<file path="src/rtl/line_buffer.sv">
// line_buffer
//   Streaming sliding-window generator. Pixels arrive in raster order, one per
//   valid/ready handshake. The block keeps the last BLOCK_HEIGHT-1 lines plus
//   BLOCK_WIDTH pixels and, once primed, presents a BLOCK_HEIGHT x BLOCK_WIDTH
//   window on every accepted pixel through a single output register.
//
// Ports
//   clk       in   sole clock, rising edge
//   rst       in   synchronous active-low reset
//   p_valid   in   upstream pixel valid
//   pixel     in   input pixel
//   p_ready   out  block can accept a pixel this cycle
//   k_valid   out  kernel/k_border hold a window
//   k_ready   in   downstream accepts the window
//   kernel    out  packed window, (row i, col j) at
//                  [i*BLOCK_WIDTH*BUFFER_WIDTH + j*BUFFER_WIDTH +: BUFFER_WIDTH];
//                  row 0 = oldest line, col 0 = oldest pixel
//   k_border  out  window wraps across a line boundary
module line_buffer #(
  parameter int BUFFER_WIDTH = 8,
  parameter int BUFFER_DEPTH = 9,
  parameter int BLOCK_WIDTH  = 3,
  parameter int BLOCK_HEIGHT = 3,
  localparam int OUTPUT_WIDTH = BLOCK_WIDTH * BLOCK_HEIGHT * BUFFER_WIDTH
) (
  input  logic                    clk,
  input  logic                    rst,
  input  logic                    p_valid,
  input  logic [BUFFER_WIDTH-1:0] pixel,
  output logic                    p_ready,
  output logic                    k_valid,
  input  logic                    k_ready,
  output logic [OUTPUT_WIDTH-1:0] kernel,
  output logic                    k_border
);

  localparam int CHAIN_LEN = (BLOCK_HEIGHT - 1) * BUFFER_DEPTH + BLOCK_WIDTH;
  // The newest chain element is the incoming pixel itself, so only the older
  // CHAIN_LEN-1 pixels need storage; the rest of the window lives in kernel_q.
  localparam int STORE_LEN = CHAIN_LEN - 1;
  localparam int CW = (BUFFER_DEPTH > 1) ? $clog2(BUFFER_DEPTH) : 1;
  localparam int LW = $clog2(BLOCK_HEIGHT);

  localparam logic [CW-1:0] COL_LAST  = CW'(BUFFER_DEPTH - 1);
  localparam logic [CW-1:0] COL_PRIME = CW'(BLOCK_WIDTH - 1);
  localparam logic [LW-1:0] LINE_MAX  = LW'(BLOCK_HEIGHT - 1);

  logic [BUFFER_WIDTH-1:0] chain_q [STORE_LEN];
  logic [BUFFER_WIDTH-1:0] chain_d [CHAIN_LEN];
  logic [CW-1:0]           col_q, col_d;
  logic [LW-1:0]           line_q, line_d;
  logic                    primed_q;
  logic                    k_valid_q, k_valid_d;
  logic                    k_border_q, k_border_d;
  logic [OUTPUT_WIDTH-1:0] kernel_q, kernel_d;

  logic accept;
  logic col_last;
  logic prime_now;
  logic fire;

  assign p_ready  = !k_valid_q || k_ready;
  assign accept   = p_valid && p_ready;
  assign k_valid  = k_valid_q;
  assign k_border = k_border_q;
  assign kernel   = kernel_q;

  always_comb begin
    chain_d[0] = pixel;
    for (int k = 1; k < CHAIN_LEN; k++) begin
      chain_d[k] = chain_q[k-1];
    end
  end

  always_comb begin
    col_last  = (col_q == COL_LAST);
    col_d     = col_last ? '0 : col_q + 1'b1;
    line_d    = (col_last && (line_q != LINE_MAX)) ? line_q + 1'b1 : line_q;
    prime_now = (line_q == LINE_MAX) && (col_q == COL_PRIME);
    fire      = accept && (primed_q || prime_now);

    kernel_d = kernel_q;
    k_border_d = k_border_q;
    k_valid_d  = k_valid_q;
    if (fire) begin
      for (int i = 0; i < BLOCK_HEIGHT; i++) begin
        for (int j = 0; j < BLOCK_WIDTH; j++) begin
          kernel_d[i*BLOCK_WIDTH*BUFFER_WIDTH + j*BUFFER_WIDTH +: BUFFER_WIDTH] =
            chain_d[(BLOCK_HEIGHT-1-i)*BUFFER_DEPTH + (BLOCK_WIDTH-1-j)];
        end
      end
      // col_q is the column of the pixel being accepted
      k_border_d = (int'(col_q) < BLOCK_WIDTH - 1);
      k_valid_d  = 1'b1;
    end else if (k_ready) begin
      k_valid_d = 1'b0;
    end
  end

  always_ff @(posedge clk) begin
    if (!rst) begin
      for (int k = 0; k < STORE_LEN; k++) begin
        chain_q[k] <= '0;
      end
      col_q      <= '0;
      line_q     <= '0;
      primed_q   <= 1'b0;
      k_valid_q  <= 1'b0;
      k_border_q <= 1'b0;
      kernel_q   <= '0;
    end else begin
      if (accept) begin
        for (int k = 0; k < STORE_LEN; k++) begin
          chain_q[k] <= chain_d[k];
        end
        col_q  <= col_d;
        line_q <= line_d;
        if (prime_now) begin
          primed_q <= 1'b1;
        end
      end
      k_valid_q  <= k_valid_d;
      k_border_q <= k_border_d;
      kernel_q   <= kernel_d;
    end
  end

endmodule

</file>
<file path="config.mk">
export PLATFORM = sky130hd
export DESIGN_NAME = line_buffer
export DESIGN_NICKNAME = d
export VERILOG_FILES = /design/src/rtl/line_buffer.sv
export SDC_FILE = /design/constraint.sdc
export NUM_CORES = 1
export LEC_CHECK = 0
export ABC_CLOCK_PERIOD_IN_PS = 32299
export CORE_MARGIN = 2
export CORE_UTILIZATION = 61
export CTS_CLUSTER_SIZE = 8
export DETAILED_ROUTE_END_ITERATION = 8
export GPL_ROUTABILITY_DRIVEN = 0
export PLACE_DENSITY_LB_ADDON = 0.1
export SETUP_SLACK_MARGIN = 0.15
export SYNTH_ARGS = -nofsm -noshare
export SYNTH_HDL_FRONTEND = slang
export SYNTH_SLANG_ARGS = --single-unit
</file>
<file path="constraint.sdc">
create_clock -name clk -period 32.3 [get_ports clk]
set_clock_uncertainty 0.15 [all_clocks]
set_input_delay 4.845 -clock clk [delete_from_list [all_inputs] [get_ports clk]]
set_output_delay 4.845 -clock clk [all_outputs]
set_load 0.03 [all_outputs]
</file>
# [Yosys cells after proc, flatten, opt, wreduce, memory -nomap -nowiden]
# Memory sizes are Yosys's and may differ from the RTL's. A register that Yosys moved wholly into a read port is not among the register bits.
# Index checks and enable logic that the tools add are counted.
[word_totals] output_inout_bits=75 input_bits=12 ram_bits=160 mem_count=1 word_cells=72 regBits=81
[classes] n_lt_le_gt_ge=1 bitwise=20 n_mux=27 reduce_logical=11 eq_ne=4 add_sub_neg=2
[memory_table] name="chain_q" words=20 word_bits=8 rd=20 rd_clocked_by_memory_dff=1 write_ports=20 line="48" rtl="logic [BUFFER_WIDTH-1:0] chain_q [STORE_LEN];"
[op_table] cell="$mux W8" n=20
[op_table] cell="$or A1 B1 Y1" n=20
[op_table] cell="$mux W1" n=6
[op_table] cell="$add A4 B1 Y4 const B" n=1
[op_table] cell="$eq A4 B2 Y1 const B" n=1
[op_table] cell="$eq A4 B4 Y1 const B" n=1
[op_table] cell="$logic_and A1 B1 Y1" n=4
[op_table] cell="$lt A4 B2 Y1 const B" n=1
[op_table] cell="$mux W4" n=1
[op_table] cell="$reduce_and A2 Y1" n=2
[op_table] cell="$add A2 B1 Y2 const B" n=1
[op_table] cell="$eq A2 B2 Y1 const B" n=1
[op_table] cell="$logic_not A1 Y1" n=2
[op_table] cell="$logic_or A1 B1 Y1" n=2
[op_table] cell="$ne A2 B2 Y1 const B" n=1
[op_table] cell="$reduce_bool A2 Y1" n=1

# [Logic depth before layout (Yosys ltp)]
# Gate-level depths: netlist of the first run.
[depth] ltp_word=7 ltp_mapped=8

# [Worst setup path before layout of the first run]
# OpenSTA, ideal clock, no wires.
[synth_timing] path_kind="input -> register" startpoint="input port k_ready" endpoint="memory chain_q[0][0], enable pin" t_required_ns=31.249 setup_ns=0.901 path_slack_ns=15.080 cell_stages=3 t_arrival_ns=16.170 path_cell_list="nor2b_4 buf_6 o21ai_0"
[synth_lines] element="start, declared" line="32" rtl="input logic k_ready,"
[synth_lines] element="end, declared" line="48"

# [Worst setup path in the final report of the first run]
[layout_timing] startpoint="input port k_ready" endpoint="output port p_ready"
[layout_between] elab_chain_len=1
[layout_rtl] element="$logic_or A1 B1 Y1" line="62" rtl="assign p_ready = !k_valid_q || k_ready;"
[layout_rtl] element="end, declared" line="30" rtl="output logic p_ready,"
# No other way between the ends.

==> summary.txt, run 1 <==
Placement
  – Setup slack after placement: 21.01 ns
  – Placed instance area: 10300 um2
  – Port Buffer Count: 86
  – Final HPWL DP: 8960 um

Timing
  – Period utilisation layout: 35.0%
  – Unrepaired setup endpoints after global routing: false
  – Achievable frequency: 88.6 MHz
  – Endpoints failing hold: 0
  – Slew headroom: 25.7%
  – Final setup viols: 0
  – Worst Tran Pin Value: 1.12 ns
  – Pins Over Slew Limit: 0
  – Min setup slack post-route: 21.01 ns
  – Setup TNS: 0 ns
  – Tmin final: 11.29 ns

Setup path
  – Crit-path max FO: 10
  – CP Launch Type: input port
  – WS Path Type: input port to primary output
  – Worst Path Arrival: 6.29 ns
  – Worst setup EP type: primary output
  – Reg2reg end: chain_q[12][3]$_SDFFCE_PN0P_
  – Reg2Reg Depth: 4
  – R2R Path Start: k_valid$_SDFFE_PN0P_
  – WP data required: 27.31 ns
  – R2R Setup Slk: 29.42 ns

Cells and area
  – Register area: 6430 um2
  – Layout overhead on the synthesized area: 19.8%
  – Antenna Cells: 0
  – Area of the multi-input gates: 2630 um2
  – Fillers: 984
  – Layout cells sized above 1: 13.9%
  – Fin nets: 808
  – Core Util, Final: 74.6%
  – Commonest non-fill, non-tap cells in the layout: 160 x edfxtp_1, 148 x nand2_1, 85 x clkdlybuf4s50_1
  – Commonest non-fill, non-tap cell in the layout: edfxtp_1
  – Post-route cell area: 11300 um2

Drt
  – Drt first pass iters: 4
  – Wire per inst: 15.7 um
  – Vias per inst: 5.19
  – DRC: 0
  – Routed via count: 5231
  – Final WL: 15900 um
  – DR iter-0 viols: 272
  – Post-DRT Antenna Nets: 0

Pwr
  – Logic gate share of total power: 2.8%
  – Sw power: 143 uW
  – Maximum vdd drop: 52.5 uV
  – Leak: 4.86 nW
  – Pwr dens: 62.7 nW/um2
  – Cell-internal power: 569 uW
  – Sw frac: 20.1%
  – Clock Power Share: 48.3%
  – Flop pwr share: 48.9%

Logic synthesis
  – Xor/xnor cell area share of the yosys netlist: 0%
  – Mapped Cells: 704
  – Synthesized area: 9480 um2
  – Post-synth cell types: 31
  – Seq/Total Area, Yosys: 67.8%
  – Largest family of logic cells by synthesized area: simple AND/OR/NAND/NOR gates
  – Yosys warning count: 0
  – Post-synthesis compound-gate area fraction: 0.964%
  – FF+latch count, synth: 241
  – Syn Area/Cell: 13.5 um2
  – Synthesized Nets: 720
  – Post-synthesis mux area share: 7.92%
  – Post-synthesis simple-gate area fraction: 18.1%
  – Post-Synth Adder-Cell Area: 0.528%

Min path
  – Hold Path End: kernel[21]$_SDFFE_PN0P_
  – HP Start: kernel[21]$_SDFFE_PN0P_
  – Hold Path Depth: 2
  – HP Class: flip-flop to flip-flop

Floorplan
  – Core Region: 15200 um2
  – Die Area: 16500 um2
  – Die X: 129 um
  – I/O pin cnt: 87
  – # rows: 45
  – Initial core utilization: 62.3%
  – Die Ht: 129 um

Global route
  – All-Layer GR Usage: 19.8%
  – Vias in the first global route: 5300
  – Gr ovfl total: 0
  – Largest net degree at the start of global routing: 133
  – Antenna violations before repair: 0
  – Global-route wire length before repair: 26000 um

Status
  – Status: finished clean

Clocking
  – Longest Clk Path Bufs: 3
  – Inserted Clock Buffers: 36
  – CTS clk-pin slew, worst paths: 0.05 ns
  – Cts hold-fix bufs: 0
  – Latest clock arrival within the worst-skew pair: 0.50 ns
  – CTS root buffer: clkbuf_16
  – CTS tree: built
  – H-Tree Depth: 2
  – CTS sink cnt: 241
  – Post_cts resized: 0
  – Postcts setup bufs: 0

Job
  – Max Cap Violations: 0
## Yosys cell counts (all sizes together)
library cell  count  area (um2)
edfxtp          160        4800
nand2           148         556
and2            144        1050
dfxtp            81        1620
mux2i            75         751
clkbuf           24         100
inv              22        85.1
buf              18         256
ha                4        50.1
nand3             4        20.0
o21ai             4        20.0
a21oi             3        15.0
o31ai             3        22.5
a21boi            2        15.0
nor2b             2        20.0
or4               2        15.0
a31oi             1        6.26
and3              1        11.3
and4bb            1        12.5
nand2b            1        6.26
nand3b            1        7.51
nor2              1        3.75
nor4              1        12.5
o211ai            1        12.5
## per-stage QoR
step,hold slack (ns),total power [mW],cells
floorplan,0.285,0.372,704
global placement,0.293,0.374,942
detailed placement,0.303,0.374,942
CTS,0.309,0.718,1007
global route,0.319,0.736,1007
finish,0.307,0.712,1007
## worst max-delay path: stages
cell	delay (ns)
clkdlybuf4s50_1	0.44
nor2b_4	0.30
inv_4	0.10
clkdlybuf4s50_1	0.60
## state kept, by name, summed over array words and instances, names as in the netlist
register,cells
kernel,72
primed_q,1
k_valid,1
col_q,4
chain_q,160
k_border,1
line_q,2
## power by group through the flow
stage	Combinational (mW)	Sequential, mW	Clock, mW
global placement	0.0201	0.354	0
detailed placement	0.0204	0.354	0
finish	0.0201	0.348	0.343
floorplan	0.0161	0.356	0
global route	0.0228	0.349	0.364
CTS	0.0206	0.348	0.350
## area by class of cell
cell class / count / area share, %
Tap cell: 188 / 2.07
Clock buffer: 63 / 9.21
Clock inverter: 2 / 0.221
Inverter: 22 / 0.750
Multi-Input combinational cell: 399 / 23.2
Timing Repair Buffer: 92 / 7.96
Sequential cell: 241 / 56.6
## how the worst max path moves through the flow
stage                 start                           to  cells after the start
CTS                 k_ready                      p_ready                      4
finish              k_ready                      p_ready                      4
floorplan           k_ready  chain_q[0][0]$_SDFFCE_PN0P_                      3
global route        k_ready                      p_ready                      4
detailed placement  k_ready                      p_ready                      4
global placement    k_ready                      p_ready                      4
## per-layer routing
metal,routed length [um],track usage (%)
met1,6950,26.7
met2,7910,32.4
met3,662,4.41
met4,333,6.46
met5,0,0
## cells by family after synthesis
logic type / count (synthesis)
compound gates: 14
buf+inv: 64
simple gates: 306
fa+ha+maj: 4
mux: 75
flops: 241
(Power assumes the default switching activity.)
==> run 2, diff against run 1 <==
--- a/config.mk
+++ b/config.mk
@@ -5,9 +5,9 @@
 export SDC_FILE = /design/constraint.sdc
 export NUM_CORES = 1
 export LEC_CHECK = 0
-export ABC_CLOCK_PERIOD_IN_PS = 32299
+export ABC_CLOCK_PERIOD_IN_PS = 11000
 export CORE_MARGIN = 2
-export CORE_UTILIZATION = 61
+export CORE_UTILIZATION = 57
 export CTS_CLUSTER_SIZE = 8
 export DETAILED_ROUTE_END_ITERATION = 8
 export GPL_ROUTABILITY_DRIVEN = 0
==> constraint.sdc (replaced) <==
create_clock -name clk -period 11 [get_ports clk]
set_clock_uncertainty 0.15 [all_clocks]
set_input_delay 1.65 -clock clk [delete_from_list [all_inputs] [get_ports clk]]
set_output_delay 1.65 -clock clk [all_outputs]
set_load 0.03 [all_outputs]
==> run 2 against run 1 <==
Final area up 0.19%. Worst hold slack worse by 0.00089 ns. Flip-flop and latch count unchanged. Die area up 6.8%. Global-route usage down 1.2 points. Utilization down 5.4 points. Cell count up 3.1%. Critical path type unchanged. Highest routed layer unchanged.
==> summary.txt, run 2 (same netlist as run 1, synthesis figures left out) <==
Pwr
  – Flop pwr share: 49.1%
  – Clock Power Share: 48.0%
  – Sw frac: 20.4%
  – Maximum vdd drop: 164 uV
  – Total power: 2.08 mW
  – Pwr dens: 183 nW/um2
  – Logic gate share of total power: 2.9%
  – Sw power: 424 uW
  – Cell-internal power: 1.66 mW
  – Leak: 4.85 nW

Floorplan
  – Core Region: 16400 um2
  – I/O pin cnt: 87
  – Die Area: 17700 um2
  – Initial core utilization: 57.8%
  – Die Ht: 133 um
  – Die X: 133 um
  – # rows: 47

Cells and area
  – Fillers: 1148
  – Antenna Cells: 0
  – Fin nets: 807
  – Post-route cell area: 11400 um2
  – Layout overhead on the synthesized area: 20.0%
  – Most flop-heavy register: chain_q
  – Commonest non-fill, non-tap cells in the layout: 160 x edfxtp_1, 148 x nand2_1, 85 x clkdlybuf4s50_1
  – Commonest non-fill, non-tap cell in the layout: edfxtp_1
  – Layout cells sized above 1: 13.8%
  – Area of the multi-input gates: 2630 um2
  – Max reg flops: 160
  – Register area: 6430 um2

Global route
  – Antenna violations before repair: 0
  – Gr ovfl total: 0
  – Global-route wire length before repair: 26500 um
  – Vias in the first global route: 5276
  – All-Layer GR Usage: 18.6%
  – Largest net degree at the start of global routing: 161

Setup path
  – Worst Path Arrival: 3.09 ns
  – R2R Setup Slk: 8.17 ns
  – Crit-path max FO: 10
  – R2R Path Start: col_q[0]$_SDFFE_PN0P_
  – WP data required: 9.20 ns
  – CP Launch Type: input port
  – Reg2Reg Depth: 7
  – Worst setup EP type: primary output
  – WS Path Type: input port to primary output
  – Reg2reg end: kernel[70]$_SDFFE_PN0P_

Timing
  – Worst Tran Pin Value: 0.942 ns
  – Period utilisation layout: 44.5%
  – Slew headroom: 37.2%
  – Setup TNS: 0 ns
  – Unrepaired setup endpoints after global routing: false
  – Endpoints failing hold: 0
  – Pins Over Slew Limit: 0
  – Achievable frequency: 204 MHz
  – Tmin final: 4.89 ns
  – Final setup viols: 0

Placement
  – Placed instance area: 10300 um2
  – Final HPWL DP: 8890 um
  – Port Buffer Count: 86

Drt
  – Post-DRT Antenna Nets: 0
  – Final WL: 15900 um
  – Met3 WL: 581 um
  – Metal2 WL: 7720 um
  – Uppermost layer routed: met4
  – Wire per inst: 15.3 um
  – Metal-1 WL: 7330 um
  – DRC: 0
  – Routed via count: 5170
  – Drt first pass iters: 4
  – Vias per inst: 4.98
  – DR iter-0 viols: 355

Status
  – Status: finished clean

Clocking
  – H-Tree Depth: 2
  – Postcts setup bufs: 0
  – Inserted Clock Buffers: 36
  – Cts hold-fix bufs: 0
  – CTS tree: built
  – CTS root buffer: clkbuf_16
  – CTS sink cnt: 241
  – CTS clk-pin slew, worst paths: 0.05 ns
  – Post_cts resized: 0
  – Longest Clk Path Bufs: 3
  – Latest clock arrival within the worst-skew pair: 0.50 ns

Min path
  – Hold Path Depth: 2
  – Hold Path End: kernel[69]$_SDFFE_PN0P_
  – HP Start: kernel[69]$_SDFFE_PN0P_
  – HP Class: flip-flop to flip-flop

Job
  – Max Cap Violations: 0
run 2: cell types whose count changed in the layout (fill, tap and decap cells not counted), sizes merged:
cell and delta:
inv +2, buf -1, clkbuf -1, clkinv -1
run 2: through the flow:
| stage | setup WS, ns | hold WS (ns) | util (%) | std cells |
|---|---|---|---|---|
| 2_1_floorplan | 1.30 | 0.285 | - | 704 |
| 3_3_place_gp | 6.14 | 0.293 | 62.9 | 973 |
| 4_1_cts | 6.10 | 0.308 | 69.3 | 1038 |
| 5_1_grt | 6.06 | 0.322 | 69.3 | 1038 |
| 3_5_place_dp | 6.10 | 0.301 | 62.9 | 973 |
| 6_report | 6.11 | 0.306 | 69.3 | 1038 |
run 2: worst max path at each step:
stage	from	to
after floorplan	k_ready	chain_q[0][0]$_SDFFCE_PN0P_
after global placement	k_ready	p_ready
after detailed placement	k_ready	p_ready
after CTS	k_ready	p_ready
after global routing	k_ready	p_ready
final	k_ready	p_ready
run 2: critical path, cell delays in order:
cell	delay [ns]
clkdlybuf4s50_1	0.44
nor2b_4	0.30
inv_4	0.10
clkdlybuf4s50_1	0.60
run 2: layout make-up:
class,instances,area share (%)
clock inverters,3,0.231
repair buffers,91,7.99
flip-flops and latches,241,56.5
well taps,220,2.42
clock buffers,62,8.97
inverters,22,0.748
multi-input cells,399,23.1
run 2: power by group through the flow:
| stage | Combinational [mW] | Sequential [mW] | Clock [mW] |
|---|---|---|---|
| 2_1_floorplan | 0.0473 | 1.04 | 0 |
| 3_3_place_gp | 0.0594 | 1.04 | 0 |
| 3_5_place_dp | 0.0608 | 1.04 | 0 |
| 4_1_cts | 0.0612 | 1.02 | 1.02 |
| 5_1_grt | 0.0674 | 1.03 | 1.06 |
| 6_report | 0.0600 | 1.02 | 0.999 |
run 2: routing by layer:
metal | up-vias | GRT usage [%]
met5 | - | 0
met3 | 24 | 4.48
met1 | 2525 | 25.1
met2 | 80 | 29.9
li1 | 2541 | -
met4 | 0 | 6.21
